==> config.mk <==
export PLATFORM = sky130hd
export DESIGN_NAME = reg_pipe
export DESIGN_NICKNAME = d
export VERILOG_FILES = /design/src/rtl/reg_pipe.sv
export SDC_FILE = /design/constraint.sdc
export NUM_CORES = 1
export LEC_CHECK = 0
export ABC_AREA = 1
export CORE_ASPECT_RATIO = 1.5
export CORE_MARGIN = 5
export CORE_UTILIZATION = 40
export CTS_CLUSTER_SIZE = 8
export DETAILED_ROUTE_END_ITERATION = 10
export GPL_TIMING_DRIVEN = 0
export SETUP_SLACK_MARGIN = 0.1
export SYNTH_ARGS = -nofsm -noshare
export SYNTH_HDL_FRONTEND = slang
export SYNTH_SLANG_ARGS = --single-unit
==> constraint.sdc <==
create_clock -name clk -period 2.85 [get_ports clk]
set_input_delay 0.57 -clock clk [delete_from_list [all_inputs] [get_ports clk]]
set_output_delay 0.57 -clock clk [all_outputs]
set_load 0.02 [all_outputs]
==> src/rtl/reg_pipe.sv <==
// reg_pipe: stallable, flushable DEPTH-stage delay line of WIDTH-bit words with
// per-stage valid bits and a registered occupancy count. Build option: REG_PIPE_RESET_DATA_EN.
module reg_pipe #(
    parameter int WIDTH = 8,
    parameter int DEPTH = 4
) (
    input  logic                       clk,
    input  logic                       reset,
    input  logic                       en,
    input  logic                       flush,
    input  logic                       d_valid,
    input  logic [WIDTH-1:0]           d,
    output logic                       q_valid,
    output logic [WIDTH-1:0]           q,
    output logic [$clog2(DEPTH+1)-1:0] count
);

    localparam int CW = $clog2(DEPTH + 1);

    logic [WIDTH-1:0] s_q [DEPTH];
    logic [WIDTH-1:0] s_d [DEPTH];
    logic [DEPTH-1:0] v_q;
    logic [DEPTH-1:0] v_d;
    logic [CW-1:0]    count_q;
    logic [CW-1:0]    count_d;

    // Next-state: flush beats enable; a flush leaves the data registers untouched.
    always_comb begin
        s_d     = s_q;
        v_d     = v_q;
        count_d = count_q;
        if (flush) begin
            v_d     = '0;
            count_d = '0;
        end else if (en) begin
            s_d[0] = d;
            v_d[0] = d_valid;
            for (int i = 1; i < DEPTH; i++) begin
                s_d[i] = s_q[i-1];
                v_d[i] = v_q[i-1];
            end
            // Stays within 0..DEPTH: an entry can only leave if it was counted.
            count_d = count_q + CW'(d_valid) - CW'(v_q[DEPTH-1]);
        end else begin
            s_d     = s_q;
            v_d     = v_q;
            count_d = count_q;
        end
    end

    // Control state: valid bits and occupancy, synchronous active-low reset.
    always_ff @(posedge clk) begin
        if (!reset) begin
            v_q     <= '0;
            count_q <= '0;
        end else begin
            v_q     <= v_d;
            count_q <= count_d;
        end
    end

`ifdef REG_PIPE_RESET_DATA_EN
    // Data registers, cleared on reset in this build.
    always_ff @(posedge clk) begin
        if (!reset) begin
            for (int i = 0; i < DEPTH; i++) begin
                s_q[i] <= '0;
            end
        end else begin
            s_q <= s_d;
        end
    end
`else
    // Data registers without reset; contents of invalid stages are don't-care.
    always_ff @(posedge clk) begin
        s_q <= s_d;
    end
`endif

    assign q       = s_q[DEPTH-1];
    assign q_valid = v_q[DEPTH-1];
    assign count   = count_q;

endmodule

== Word-level counts from Yosys, hierarchy flattened ==
Cells that the tools add are included.

* Add/sub/neg operators: 2
* Bitwise logic cells: 2
* Reductions and logical operators: 2

{| class="wikitable"
|+ Operator list
! operator !! number
|-
| $add A3 B1 Y3 || 1
|-
| $sub A3 B1 Y3 || 1
|-
| $not A1 Y1 || 2
|-
| $reduce_and A2 Y1 || 1
|-
| $reduce_or A2 Y1 || 1
|}

* Flip-flop bits (word level): 39
* Input bits: 13
* Output and inout port bits: 12

== Depth between registers and ports, before layout ==
* Word-level depth: 2
* Mapped depth: 11
* Depth with buffers taken out: 11

== Worst setup path before layout ==
Ideal clock, no wire load.

* Path type: input to register
* Start point: input port en
* End point: register s_q, in the netlist q[0] (enable)
* Setup time: 0.421 ns
* Data arrival time: 2.091 ns
* Required time: 2.429 ns
* Setup slack: 0.338 ns
* Stages: 3
* Buffers on the path: 1
* Cells stage by stage: buf_6 > inv_2 > nor2_1

* Cells in the longest elaborated chain, start to end: 1

{| class="wikitable"
|+ Ends and longest elaborated chain
! item !! RTL line !! source
|-
| start, declared || 9 || <nowiki>input logic en,</nowiki>
|-
| $reduce_and A2 Y1 (no source line) || -- ||
|-
| end signal, assigned || 76 || <nowiki>s_q <= s_d;</nowiki>
|-
| end, declared || 20 || <nowiki>logic [WIDTH-1:0] s_q [DEPTH];</nowiki>
|}

No other way between the ends.
A chain may end at the register's enable or synchronous reset.

== Worst setup path after layout ==
* Start point: register count_q[1], in the netlist count[1]
* End point: output port count[1]

{| class="wikitable"
|+ RTL lines
! item !! RTL line !! source
|-
| start, declared || 24 || <nowiki>logic [CW-1:0] count_q;</nowiki>
|-
| start signal, assigned || 58 || <nowiki>count_q <= count_d;</nowiki>
|-
| end, declared || 15 || <nowiki>output logic [$clog2(DEPTH+1)-1:0] count</nowiki>
|}

No word-level cell between the ends.

==> run summary <==
Die height - 81.55 um
Combinational family with the most area after synthesis - buffers and inverters
Die ar. - 4705 um2
Max-Cap Viols - 0
Routed met3 length - 112 um
Most frequent cells in the layout - edfxtp_1, clkdlybuf4s50_1, nor2_1
Mux contribution to synthesized area - 0%
CTS tree - done
Clk pwr share - 31.1%
Share of layout cells above drive strength 1 - 16.38%
Hold Path End - s_q[12]
Synth Cell Area - 1365 um2
Synth area leader - edfxtp_1
XOR/XNOR Fraction of Synth Area - 0%
RSZ-0062 raised after global routing - no
TritonCTS Sinks - 39
NetSw - 0.2030 mW
Router iterations before antenna repair - 4
Leakage power - 0.6330 nW
Vias in the first global route - 753
R2r setup slk - 1060 ps
Int Pwr - 0.8389 mW
Total gr overflow - 0
Setup Total Neg Slack - 0 ps
# DRC - 0
Setup Skew - 2.208 ps
Final nets - 132
Achievable Freq - 0.5182 GHz
Slew margin rel. - 58.03%
Critical path class - reg2out
Largest net degree at the start of global routing - 22
Routed WL - 1812 um
Avg WL per Cell - 11.47 um
CP max-delay cell - clkdlybuf4s50_1
Fin crit period - 1930 ps
Worst EP required - 2280 ps
Top cells by area, synth - edfxtp_1, dfxtp_1, buf_4, nor2_1, o21ai_0
Latest clock arrival within the worst-skew pair - 280 ps
Core Area - 3351 um2
Worst reg2reg startpoint - count[0]
Final hold vios - 0
Final critical-path share of the clock period - 67.71%
Wire length on met1 - 639 um
CP Data Arrival Time - 1360 ps
Syn_nets - 101
Worst hold-check path type - reg2reg
Slowest cell delay on critical path - 650 ps
Yosys top cell area share - 70.39%
Post-synthesis sequential area ratio - 80.66%
Met2 routed wirelength - 1011 um
Worst vdd rail ir drop - 0.4748 mV
Inserted Clock Buffers - 5
Cell area power density - 597.8 nW/um2
RR Endpoint - count[2]
Post-CTS Resized - 0
I/O Pins - 25
Buffer depth of the longest clock path - 2
Vias/cell - 4.538
Hold path startpoint - s_q[20]
Switch share - 19.49%
Post-detail-place hpwl - 1273 um
Crit-path cells - clkdlybuf4s50_1
Crit path launch type - register
Antenna cells - 0
Clock slew at reported path FFs - 70 ps
CP Depth - 1
Commonest non-fill, non-tap cell in the layout - edfxtp_1
Post-CTS Setup Inserts - 0
Layout area overhead - 27.68%
Worst setup EP type - output pin
Final std cells w/o fill - 158
Slew Limit Fails - 0
Post-synth cell types - 14
RePlAce Congestion - 0.6260
Vias - 717
IO buf count - 23
Max FO, Critical Path - 6
Dpl cells - 151
Syn_area_per_cell - 16.06 um2
Initial antenna violation count - 0
Cell row count - 26
Post-CTS Hold Fix Bufs - 0
Post-synthesis compound-gate area fraction - 2.933%
Top routing layer in use - met4
H-tree Lvls - 2
Worst Hold Depth - 0
Simple-Gate Fraction of Synth Area - 5.958%
Iteration-0 DRC Markers - 8
Worst Tran Pin Value - 628.9 ps
Worst reg2reg path depth - 11
Worst Path Buf+Inv - 1
Power, Total - 1.042 mW
Crit-path leading delay family - buffers and inverters
Status - completed
Reg power frac - 62.1%
Post-route antenna net violation count - 0
Die X - 57.70 um
Total GRT Usage - 8.922%
CTS Root Cell - clkbuf_8
Adder-Cell Fraction of Synth Area - 3.300%
Synth Warn # - 0
Initial Util - 40.74%
Synthesized flop and latch total - 39
First-pass GRT wire length - 3063 um
Setup violators final - 0
Filler cells - 288
Comb pwr share - 6.7%
Syn Inst Count - 85
Final core utilization - 52.02%
==> power groups by stage <==
stage | logic (mW) | registers, mW | clock network (mW)
floorplan | 0.0329 | 0.661 | 0
global placement | 0.0640 | 0.659 | 0
detailed placement | 0.0712 | 0.660 | 0
CTS | 0.0712 | 0.647 | 0.343
global route | 0.0769 | 0.649 | 0.370
finish | 0.0702 | 0.647 | 0.325
==> flip-flops by register name, summed over array words and instances (netlist names) <==
signal / cells
s_q: 24
q: 8
v_q: 4
count: 3
==> logic make-up after synthesis <==
group                    Yosys count
buffers and inverters             16
flip-flops                        39
AO/OA/AOI/OAI                      8
adder cells (fa/ha/maj)            3
AND/OR/NAND/NOR                   19
==> final cells by class <==
cell class | instances | area [um2] | share of cell area, %
plain buffers | 9 | 71.32 | 4.092
clock buffers | 5 | 68.82 | 3.948
clock inverters | 2 | 8.758 | 0.5025
inverters | 7 | 26.28 | 1.508
multi-input cells | 30 | 168.9 | 9.691
flip-flops and latches | 39 | 1101 | 63.17
well taps | 42 | 52.55 | 3.015
repair buffers | 24 | 245.2 | 14.07
==> worst max path at each step <==
| stage | start | end | slack, ps |
|---|---|---|---|
| 3_3_place_gp | flush | s_q[26] | -330 |
| 5_1_grt | count[1] | count[1] | 830 |
| 2_1_floorplan | en | q[0] | 340 |
| 6_report | count[1] | count[1] | 920 |
| 3_5_place_dp | flush | s_q[26] | 660 |
| 4_1_cts | count[1] | count[1] | 890 |
==> Yosys cell counts <==
cell      count
buf_4         8
nand2_1       4
inv_2         1
ha_1          2
o21ai_0       6
a21oi_1       2
inv_1         6
nor2_1       13
fa_1          1
nand4_1       1
nor2_4        1
dfxtp_1       7
edfxtp_1     32
buf_6         1
==> metrics by stage <==
stage | worst slack, ps | hold slack, ps | area [um2]
final | 920.3 | 417.9 | 1743
after global routing | 826.7 | 432.8 | 1743
after CTS | 892.9 | 419.7 | 1743
after detailed placement | 660.8 | 404.5 | 1665
after global placement | -326.4 | 400.1 | 1648
after floorplan | 337.7 | 400.3 | 1365
==> routing by layer <==
layer / vias to the layer above / GRT usage [%]
li1: 344 / -
met1: 351 / 7.959
met2: 16 / 15.84
met3: 6 / 4.245
met4: 0 / 5.568
met5: - / 0
Power figures use the tool's default switching activity.
==> RTL edit (config.mk and constraints unchanged) <==
Add an input register stage for `en`, `flush`, `d_valid` and `d`; this delays them by one clock.
--- a/src/rtl/reg_pipe.sv
+++ b/src/rtl/reg_pipe.sv
@@ -18,4 +18,16 @@
     localparam int CW = $clog2(DEPTH + 1);
 
+    logic en_q;
+    logic flush_q;
+    logic d_valid_q;
+    logic [WIDTH-1:0] d_q;
+
+    always_ff @(posedge clk) begin
+        en_q      <= en;
+        flush_q   <= flush;
+        d_valid_q <= d_valid;
+        d_q       <= d;
+    end
+
     logic [WIDTH-1:0] s_q [DEPTH];
     logic [WIDTH-1:0] s_d [DEPTH];
@@ -30,10 +42,10 @@
         v_d     = v_q;
         count_d = count_q;
-        if (flush) begin
+        if (flush_q) begin
             v_d     = '0;
             count_d = '0;
-        end else if (en) begin
-            s_d[0] = d;
-            v_d[0] = d_valid;
+        end else if (en_q) begin
+            s_d[0] = d_q;
+            v_d[0] = d_valid_q;
             for (int i = 1; i < DEPTH; i++) begin
                 s_d[i] = s_q[i-1];
@@ -41,5 +53,5 @@
             end
             // Stays within 0..DEPTH: an entry can only leave if it was counted.
-            count_d = count_q + CW'(d_valid) - CW'(v_q[DEPTH-1]);
+            count_d = count_q + CW'(d_valid_q) - CW'(v_q[DEPTH-1]);
         end else begin
             s_d     = s_q;
Function: changed (a bounded check fails within 4 cycles, from zero or initial values).
==> RTL edit against the unedited design <==
Routed wire length up 0.33%. Die area up 14%. Sequential share of layout area up 3.4 points. Total power up 21%. Critical path depth unchanged. Area after synthesis up 16%. Sequential cell count up 11. Worst hold slack worse by 0.0097 ns. Design area up 14%. Setup slack worse by 0.013 ns. Clock power up 18%. Sequential power up 25%.
==> RTL edit: results (changes against the unedited design) <==
- Vias after detailed routing: 758 (+5.7%)
- Die ar.: 5350 um^2 (+14%)
- Buffers added on ports: 24 (+4.3%)
- Final nets: 144 (+9.1%)
- Status: completed
- DP Worst Slack: 1.16 ns (+0.499 ns)
- Slew headroom: 0.405 (-0.176)
- NonClk Buf Share: 0.165 (-0.0171)
- Dpl cells: 166 (+9.9%)
- Filler Cell Count: 329 (+14%)
- Drt wl/cell: 10.4 um (-8.9%)
- Hold Worst Slack: 0.408 ns (-0.00973 ns)
- R2R Setup Slk: 1.14 ns (+0.08 ns)
- Clock Skew: 0.00348 ns (+0.00127 ns)
- Vias in the first global route: 746 (-0.93%)
- Final WL: 1.82 mm (+0.33%)
- GRT Total Usage: 0.0816 (-0.00761)
- Non-clk bufs: 34 (+3.0%)
- Post-DP HPWL: 1.26 mm (-1.3%)
- Post-synth top cells: 32 x edfxtp_1, 18 x dfxtp_1, 13 x nor2_1
- Iter 0 DRT Violations: 17 (+9)
- Register area: 1320 um^2 (+20%)
- Clock buf/inv share: 0.0429 (-0.00163)
- Design area: 1980 um^2 (+14%)
- Gpl congestion: 0.651 (+4.0%)
- Leakage: 0.000735 uW (+16%)
- Largest net degree at the start of global routing: 19 (-14%)
- Post-synthesis sequential area ratio: 0.833 (+0.0269)
- R2r worst-path depth: 10 (-1)
- Layout cells sized above 1: 0.140 (-0.0243)
- Synth cell types: 13 (-1)
- Largest cells by area after synthesis: edfxtp_1 61%, dfxtp_1 23%, buf_4 3.8%
- Fin crit share: 0.682 (+0.00454)
- Clock Buffer Count: 6 (+1)
- Placed Area: 1900 um^2 (+14%)
## RTL edit: power by group
group | switching [uW] | total [uW] | internal [uW]
clock network | 209 | 383 | 173
logic | 31.2 | 67.6 | 36.4
registers | 9.70 | 811 | 801
## RTL edit: worst min path at each step
stage,from,endpoint,cells past startpoint
finish,d_q[2],s_q[26],0
global route,d_q[2],s_q[26],0
CTS,d_q[0],s_q[24],0
detailed placement,d_q[0],s_q[24],0
global placement,d_q[2],s_q[26],0
floorplan,d_q[0],s_q[24],0
## RTL edit: layer usage
metal	global-route usage	routed length [um]
met1	0.0898	719
met2	0.121	922
met3	0.0415	129
met4	0.0521	46
met5	0	0
## RTL edit: logic make-up after synthesis
group / after synthesis / share of synthesized area
compound gates: 8 / 0.0253
fa+ha+maj: 3 / 0.0284
buf+inv: 16 / 0.0616
flops: 50 / 0.833
simple gates: 19 / 0.0513
